$ cat src/rtl/exe_pkg.sv
// Shared execution-unit definitions: operation codes, status width and the result entry layout.
package exe_pkg;

    localparam int OPER_BITS = 2;
    localparam int STATUS_W  = 4;
    localparam int EXE_WIDTH = 32;

    // Kept in step with the ALU operation encoding.
    localparam logic [OPER_BITS:0] ALU_ADD  = 3'd0;
    localparam logic [OPER_BITS:0] ALU_COMP = 3'd1;
    localparam logic [OPER_BITS:0] ALU_CONV = 3'd2;
    localparam logic [OPER_BITS:0] ALU_SET  = 3'd3;

    typedef struct packed {
        logic [OPER_BITS:0]    oper;
        logic [EXE_WIDTH-1:0]  result;
        logic [STATUS_W-1:0]   status;
        logic                  carry;
        logic                  err;
    } exe_entry_t;

    typedef enum logic {
        EMPTY = 1'b0,
        HOLD  = 1'b1
    } head_state_t;

endpackage

$ cat src/rtl/exe_result_fifo_if.sv
// Producer/consumer/status bundle of the execution result FIFO; slave is the FIFO side.
interface exe_result_fifo_if
    import exe_pkg::*;
#(
    parameter int WIDTH    = EXE_WIDTH,
    parameter int DEPTH    = 4,
    parameter int CNT_BITS = 8
);
    logic                       i_valid;
    logic [OPER_BITS:0]         i_oper;
    logic [WIDTH-1:0]           i_result;
    logic [STATUS_W-1:0]        i_status;
    logic                       i_carry;
    logic                       i_error_konw;
    logic                       i_error_ust;
    logic                       o_valid;
    logic                       i_ready;
    logic [WIDTH-1:0]           o_result;
    logic [OPER_BITS:0]         o_oper;
    logic [STATUS_W-1:0]        o_status;
    logic                       o_carry;
    logic                       o_error;
    logic [$clog2(DEPTH):0]     o_level;
    logic                       o_full;
    logic                       o_overflow;
    logic                       i_clr;
    logic [CNT_BITS-1:0]        o_err_cnt;

    modport slave (
        input  i_valid, i_oper, i_result, i_status, i_carry, i_error_konw, i_error_ust,
        input  i_ready, i_clr,
        output o_valid, o_result, o_oper, o_status, o_carry, o_error,
        output o_level, o_full, o_overflow, o_err_cnt
    );

    modport master (
        output i_valid, i_oper, i_result, i_status, i_carry, i_error_konw, i_error_ust,
        output i_ready, i_clr,
        input  o_valid, o_result, o_oper, o_status, o_carry, o_error,
        input  o_level, o_full, o_overflow, o_err_cnt
    );
endinterface

$ cat src/rtl/exe_fifo_mem.sv
// DEPTH x W entry storage: one synchronous write port, one combinational read port.
module exe_fifo_mem #(
    parameter int W     = 8,
    parameter int DEPTH = 4
) (
    input  logic                     clk_i,
    input  logic                     we_i,
    input  logic [$clog2(DEPTH)-1:0] waddr_i,
    input  logic [W-1:0]             wdata_i,
    input  logic [$clog2(DEPTH)-1:0] raddr_i,
    output logic [W-1:0]             rdata_o
);
    logic [W-1:0] mem_q [DEPTH];

    always_ff @(posedge clk_i) begin
        if (we_i) begin
            mem_q[waddr_i] <= wdata_i;
        end
    end

    assign rdata_o = mem_q[raddr_i];
endmodule

$ cat src/rtl/exe_result_fifo.sv
// Execution result FIFO with registered head, sticky overflow and saturating error counter.
// Build option EXE_RES_ERR_FILTER_EN: error results are only counted, never stored.
module exe_result_fifo
    import exe_pkg::*;
#(
    parameter int WIDTH    = EXE_WIDTH,   // must match EXE_WIDTH of the entry layout
    parameter int DEPTH    = 4,
    parameter int CNT_BITS = 8
) (
    input  logic              i_clk,
    input  logic              i_rsn,
    exe_result_fifo_if.slave  bus
);
    localparam int IDX_W   = $clog2(DEPTH);
    localparam int PTR_W   = IDX_W + 1;
    localparam int ENTRY_W = OPER_BITS + 1 + WIDTH + STATUS_W + 2;

    logic [PTR_W-1:0]    wr_ptr_q, wr_ptr_d, rd_ptr_q, rd_ptr_d;
    logic [PTR_W-1:0]    level_q, level_d;
    logic                full_q, ovf_q, ovf_d;
    logic [CNT_BITS-1:0] cnt_q, cnt_d;
    head_state_t         state_q;
    exe_entry_t          head_q, wr_entry, rd_entry;
    logic                entry_err, push_req, push, pop, drop, cnt_evt;

    assign entry_err = bus.i_error_konw | bus.i_error_ust;
    assign wr_entry  = '{oper: bus.i_oper, result: bus.i_result, status: bus.i_status,
                         carry: bus.i_carry, err: entry_err};
    assign pop       = (state_q == HOLD) & bus.i_ready;

`ifdef EXE_RES_ERR_FILTER_EN
    assign push_req  = bus.i_valid & ~entry_err;
    assign cnt_evt   = bus.i_valid & entry_err;
`else
    assign push_req  = bus.i_valid;
    assign cnt_evt   = push & entry_err;
`endif
    assign push      = push_req & (~full_q | pop);
    assign drop      = push_req & full_q & ~pop;

    assign wr_ptr_d  = wr_ptr_q + PTR_W'(push);
    assign rd_ptr_d  = rd_ptr_q + PTR_W'(pop);
    assign level_d   = wr_ptr_d - rd_ptr_d;

    exe_fifo_mem #(.W(ENTRY_W), .DEPTH(DEPTH)) u_mem (
        .clk_i   (i_clk),
        .we_i    (push),
        .waddr_i (wr_ptr_q[IDX_W-1:0]),
        .wdata_i (wr_entry),
        .raddr_i (rd_ptr_d[IDX_W-1:0]),
        .rdata_o (rd_entry)
    );

    always_comb begin
        ovf_d = ovf_q | drop;
        cnt_d = cnt_q;
        if (cnt_evt && (cnt_q != '1)) begin
            cnt_d = cnt_q + CNT_BITS'(1);
        end
        if (bus.i_clr) begin
            ovf_d = 1'b0;
            cnt_d = '0;
        end
    end

    always_ff @(posedge i_clk or posedge i_rsn) begin
        if (i_rsn) begin
            wr_ptr_q <= '0;
            rd_ptr_q <= '0;
            level_q  <= '0;
            full_q   <= 1'b0;
            ovf_q    <= 1'b0;
            cnt_q    <= '0;
        end else begin
            wr_ptr_q <= wr_ptr_d;
            rd_ptr_q <= rd_ptr_d;
            level_q  <= level_d;
            full_q   <= (level_d == PTR_W'(DEPTH));
            ovf_q    <= ovf_d;
            cnt_q    <= cnt_d;
        end
    end

    // With one entry left, a reload must take the word being written this cycle.
    always_ff @(posedge i_clk or posedge i_rsn) begin
        if (i_rsn) begin
            state_q <= EMPTY;
            head_q  <= '0;
        end else begin
            case (state_q)
                EMPTY: begin
                    if (push) begin
                        state_q <= HOLD;
                        head_q  <= wr_entry;
                    end
                end
                HOLD: begin
                    if (pop) begin
                        if (level_d == '0) begin
                            state_q <= EMPTY;
                            head_q  <= '0;
                        end else if (level_q == PTR_W'(1)) begin
                            head_q  <= wr_entry;
                        end else begin
                            head_q  <= rd_entry;
                        end
                    end
                end
                default: begin
                    state_q <= EMPTY;
                    head_q  <= '0;
                end
            endcase
        end
    end

    assign bus.o_valid    = (state_q == HOLD);
    assign bus.o_result   = head_q.result;
    assign bus.o_oper     = head_q.oper;
    assign bus.o_status   = head_q.status;
    assign bus.o_carry    = head_q.carry;
    assign bus.o_error    = head_q.err;
    assign bus.o_level    = level_q;
    assign bus.o_full     = full_q;
    assign bus.o_overflow = ovf_q;
    assign bus.o_err_cnt  = cnt_q;
endmodule

$ cat src/flat_wrapper.sv
// flat-port wrapper written by rule: the top's interface ports become plain ports
module exe_result_fifo_flat import exe_pkg::*;
#(
    parameter int WIDTH    = EXE_WIDTH,                                              
    parameter int DEPTH    = 4,
    parameter int CNT_BITS = 8
)
  (i_clk, i_rsn, bus_i_valid, bus_i_oper, bus_i_result, bus_i_status, bus_i_carry, bus_i_error_konw, bus_i_error_ust, bus_i_ready, bus_i_clr, bus_o_valid, bus_o_result, bus_o_oper, bus_o_status, bus_o_carry, bus_o_error, bus_o_level, bus_o_full, bus_o_overflow, bus_o_err_cnt);
  exe_result_fifo_if #(.WIDTH(WIDTH), .DEPTH(DEPTH), .CNT_BITS(CNT_BITS)) bus_i ();
  input  logic i_clk;
  input  logic i_rsn;
  input wire logic [$bits(bus_i.i_valid)-1:0] bus_i_valid;
  input wire logic [$bits(bus_i.i_oper)-1:0] bus_i_oper;
  input wire logic [$bits(bus_i.i_result)-1:0] bus_i_result;
  input wire logic [$bits(bus_i.i_status)-1:0] bus_i_status;
  input wire logic [$bits(bus_i.i_carry)-1:0] bus_i_carry;
  input wire logic [$bits(bus_i.i_error_konw)-1:0] bus_i_error_konw;
  input wire logic [$bits(bus_i.i_error_ust)-1:0] bus_i_error_ust;
  input wire logic [$bits(bus_i.i_ready)-1:0] bus_i_ready;
  input wire logic [$bits(bus_i.i_clr)-1:0] bus_i_clr;
  output wire logic [$bits(bus_i.o_valid)-1:0] bus_o_valid;
  output wire logic [$bits(bus_i.o_result)-1:0] bus_o_result;
  output wire logic [$bits(bus_i.o_oper)-1:0] bus_o_oper;
  output wire logic [$bits(bus_i.o_status)-1:0] bus_o_status;
  output wire logic [$bits(bus_i.o_carry)-1:0] bus_o_carry;
  output wire logic [$bits(bus_i.o_error)-1:0] bus_o_error;
  output wire logic [$bits(bus_i.o_level)-1:0] bus_o_level;
  output wire logic [$bits(bus_i.o_full)-1:0] bus_o_full;
  output wire logic [$bits(bus_i.o_overflow)-1:0] bus_o_overflow;
  output wire logic [$bits(bus_i.o_err_cnt)-1:0] bus_o_err_cnt;
  assign bus_i.i_valid = bus_i_valid;
  assign bus_i.i_oper = bus_i_oper;
  assign bus_i.i_result = bus_i_result;
  assign bus_i.i_status = bus_i_status;
  assign bus_i.i_carry = bus_i_carry;
  assign bus_i.i_error_konw = bus_i_error_konw;
  assign bus_i.i_error_ust = bus_i_error_ust;
  assign bus_i.i_ready = bus_i_ready;
  assign bus_i.i_clr = bus_i_clr;
  assign bus_o_valid = bus_i.o_valid;
  assign bus_o_result = bus_i.o_result;
  assign bus_o_oper = bus_i.o_oper;
  assign bus_o_status = bus_i.o_status;
  assign bus_o_carry = bus_i.o_carry;
  assign bus_o_error = bus_i.o_error;
  assign bus_o_level = bus_i.o_level;
  assign bus_o_full = bus_i.o_full;
  assign bus_o_overflow = bus_i.o_overflow;
  assign bus_o_err_cnt = bus_i.o_err_cnt;
  exe_result_fifo #(.WIDTH(WIDTH), .DEPTH(DEPTH), .CNT_BITS(CNT_BITS)) u_core (.i_clk(i_clk), .i_rsn(i_rsn), .bus(bus_i));
endmodule
$ cat config.mk
export PLATFORM = sky130hd
export DESIGN_NAME = exe_result_fifo_flat
export DESIGN_NICKNAME = d
export VERILOG_FILES = /design/src/rtl/exe_pkg.sv /design/src/rtl/exe_result_fifo_if.sv /design/src/rtl/exe_fifo_mem.sv /design/src/rtl/exe_result_fifo.sv /design/src/flat_wrapper.sv
export SDC_FILE = /design/constraint.sdc
export NUM_CORES = 1
export LEC_CHECK = 0
export CELL_PAD_IN_SITES_DETAIL_PLACEMENT = 1
export CELL_PAD_IN_SITES_GLOBAL_PLACEMENT = 2
export CORE_ASPECT_RATIO = 0.9
export CORE_MARGIN = 1
export CORE_UTILIZATION = 25
export DETAILED_ROUTE_END_ITERATION = 12
export GPL_TIMING_DRIVEN = 1
export HOLD_SLACK_MARGIN = 0.02
export PLACE_DENSITY_LB_ADDON = 0.1
export SYNTH_ARGS = -nofsm -noshare
export SYNTH_HDL_FRONTEND = slang
export SYNTH_SLANG_ARGS = --single-unit
$ cat constraint.sdc
create_clock -name i_clk -period 8.9 [get_ports i_clk]
set_input_delay 1.78 -clock i_clk [delete_from_list [all_inputs] [get_ports i_clk]]
set_output_delay 1.78 -clock i_clk [all_outputs]
set_load 0.01 [all_outputs]
==> out/metrics.cfg <==
[status]
status = finished clean

[cells_and_area]
syn_to_final_growth_pct = 27.1
multi_input_area_um2 = 2360
nFillCells = 3617
fin_nets = 655
drive_above_1_share_pct = 21.8
finish.utilization_pct = 32.3
antenna_cells = 0
regArea_um2 = 6450
instances_no_fill = 1089

[route]
routedWlPerCell_um = 20.2
drc = 0
dr.pass1.iters = 4
routed_wl_mm = 22.0
vias = 4737
ant_nets = 0
drt_iter0_drc = 143
viasPerCell = 4.35

[setup_path]
critPathBufInv = 3
rrSetupSlack_ns = 4.89
cp.required_ns = 9.28
crit_arrival_ns = 5.59
cp_cell_sequence = clkdlybuf4s50_1 -> nand2_1 -> inv_1 -> ha_4 -> ha_1 -> fa_1 -> xor3_2 -> o21bai_4 -> buf_4 -> o21ai_1
endpoint_kind = register
startpoint_type = input pin
path_max_fanout = 43
slowest_delay_ns = 0.87
cpLargestDelayFamily = adder cells
cp_slowest_cell = ha_4
critPathKind = input pin to register

[logic_synthesis]
yosysMostFrequentCell = edfxtp_1
synth_edf_count = 164
ys_types = 43
synthArstFlopShare_pct = 27.1
synth_top_cells_by_area = edfxtp_1 (55%), dfrtp_1 (17%), mux4_2 (10%)
ys.flop_type = edfxtp_1
netlist_area_um2 = 8930
yosysTopAreaCellShare_pct = 55.2
syn_inst = 488
synth_nets = 542
ys.warnings.count = 0
ys_seq_area_share_pct = 72.3
synth_top_area_cell = edfxtp_1
synth_seq_cells = 225
netlist_top_cells_count = edfxtp_1 (164), dfrtp_1 (61), nand2_1 (49)
syn-mean-instance-area_um2 = 18.3

[pwr]
vdd_ir_drop_max_v = 0.000156
power_density_nw_per_um2 = 362
p_leak_uw = 0.00394

[global_route]
grt_pass1_wl_mm = 33.6
grtUsageMet1_pct = 16.6
antenna_found_initial = 0
use_met3_pct = 2.25
grt-ovfl-total = 0
grt_pass1_vias = 5359
use_met2_pct = 20.1
grt_max_degree = 62
grt_usage_pct = 12.2
grt-busiest-layer = met2

[floorplan]
fp.dieArea_um2 = 36500
die_x_um = 201
die_h_um = 181
io_pins = 102
rows = 65
initial_core_util_pct = 25.4
core_area_um2 = 35100

[sta]
setup_viol = 0
worstMarginPinSlew_ns = 0.931
skew_ns = 0.0105
tns_ns = 0
rsz0062_at_grt = false
period_share_pct = 58.6
fmax_mhz = 192
slew_headroom_pct = 38.0
fin_crit_ns = 5.21
slew_violations = 0
hold_violations = 0

[clock_tree]
post_cts_buffers = 0
cts_max_path_buffers = 3
clock-root-buffer = clkbuf_16
tritoncts_num_sinks = 225
cts_tree = done
postCtsHoldBufs = 0
clk_pin_slew_ns = 0.06
numCtsBuffers = 26
htree_levels = 1
clkLatencyLatePin_ns = 0.52
cts-resized-gates = 0

[flow_run]
maxCapViolCount = 0

[placement]
detailedPlacementHpwl_mm = 12.8
dp.cells = 1042
place_congestion = 0.709
port_buffers = 101

[hold_path]
hp-class = register to register

==> cell usage in the layout, fill, tap and decap left out, types with 2 or more instances in the layout <==
cell,instances
a31oi_1,3
mux4_2,41
inv_1,8
o21ai_2,30
clkdlybuf4s50_1,101
nand3_1,3
nand2_1,49
nor2_1,5
mux2i_1,42
nor2_4,2
clkbuf_1,10
clkbuf_16,27
nor3_1,2
and3_1,2
dfrtp_1,61
o21ai_1,10
buf_4,9
ha_1,4
or4_1,2
clkbuf_8,8
a21oi_1,5
clkinv_2,3
edfxtp_1,164
xor2_1,2
nor2b_1,3
mux2_2,2
==> routing by layer <==
layer	wire (um)	share of wire (%)	vias to the layer above
li1	-	-	2135
met1	10300	47	2489
met2	10600	48	87
met3	744	3.4	26
met4	395	1.8	0
met5	0	0	-
==> registers in the layout (all words and copies together), names as in the netlist <==
signal and count:
u_core.bus.o_overflow 1, u_core.rd_ptr_q 3, u_core.bus.o_level 3, u_core.bus.o_error 1
u_core.bus.o_oper 3, u_core.bus.o_result 32, u_core.bus.o_valid 1, u_core.u_mem.mem_q 164
u_core.wr_ptr_q 3, u_core.bus.o_full 1, u_core.bus.o_err_cnt 8, u_core.bus.o_status 4
u_core.bus.o_carry 1
==> cells by family after synthesis <==
family | after synthesis | synth area share [%]
AOI/OAI and AO/OA | 58 | 5.12
adders and majority gates | 7 | 1.07
buffers and inverters | 34 | 1.91
xor gates and xnor gates | 3 | 0.477
and+or+nand+nor | 76 | 3.86
muxes | 85 | 15.3
DFF | 225 | 72.3
==> worst paths after layout <==
kind / from / endpoint / depth (start not counted)
setup / recovery: bus_i_ready / u_core.bus.o_result[28] / 10
hold / removal: u_core.rd_ptr_q[2] / u_core.rd_ptr_q[2] / 1
setup reg to reg: u_core.bus.o_valid / u_core.bus.o_result[28] / 9
hold reg to reg: u_core.rd_ptr_q[2] / u_core.rd_ptr_q[2] / 1
max in group asynchronous: i_rsn / u_core.bus.o_result[23] / 3
min in group asynchronous: i_rsn / u_core.bus.o_result[0] / 3
==> cell type report <==
class                   instances  share of cell area, %
clock buffers                  45                   7.26
multi-input cells             229                   20.8
inverters                       9                  0.309
well taps                     469                   5.17
flip-flops and latches        225                   56.9
repair buffers                110                   9.51
clock inverters                 2                 0.0882
==> metrics by stage <==
| stage | hold slack, ns | power [uW] | worst slack [ns] | cell area [um2] |
|---|---|---|---|---|
| 2_1_floorplan | 0.440 | 2580 | 3.11 | 8930 |
| 3_3_place_gp | 0.464 | 3140 | 3.00 | 10500 |
| 3_5_place_dp | 0.460 | 3160 | 2.97 | 10500 |
| 4_1_cts | 0.481 | 4220 | 3.51 | 11300 |
| 5_1_grt | 0.492 | 4360 | 3.31 | 11300 |
| 6_report | 0.474 | 4110 | 3.69 | 11300 |
==> power breakdown <==
group	switching (uW)	internal, uW
clock	405	621
combinational	831	730
sequential	106	1410
Power figures use the tool's default switching activity.
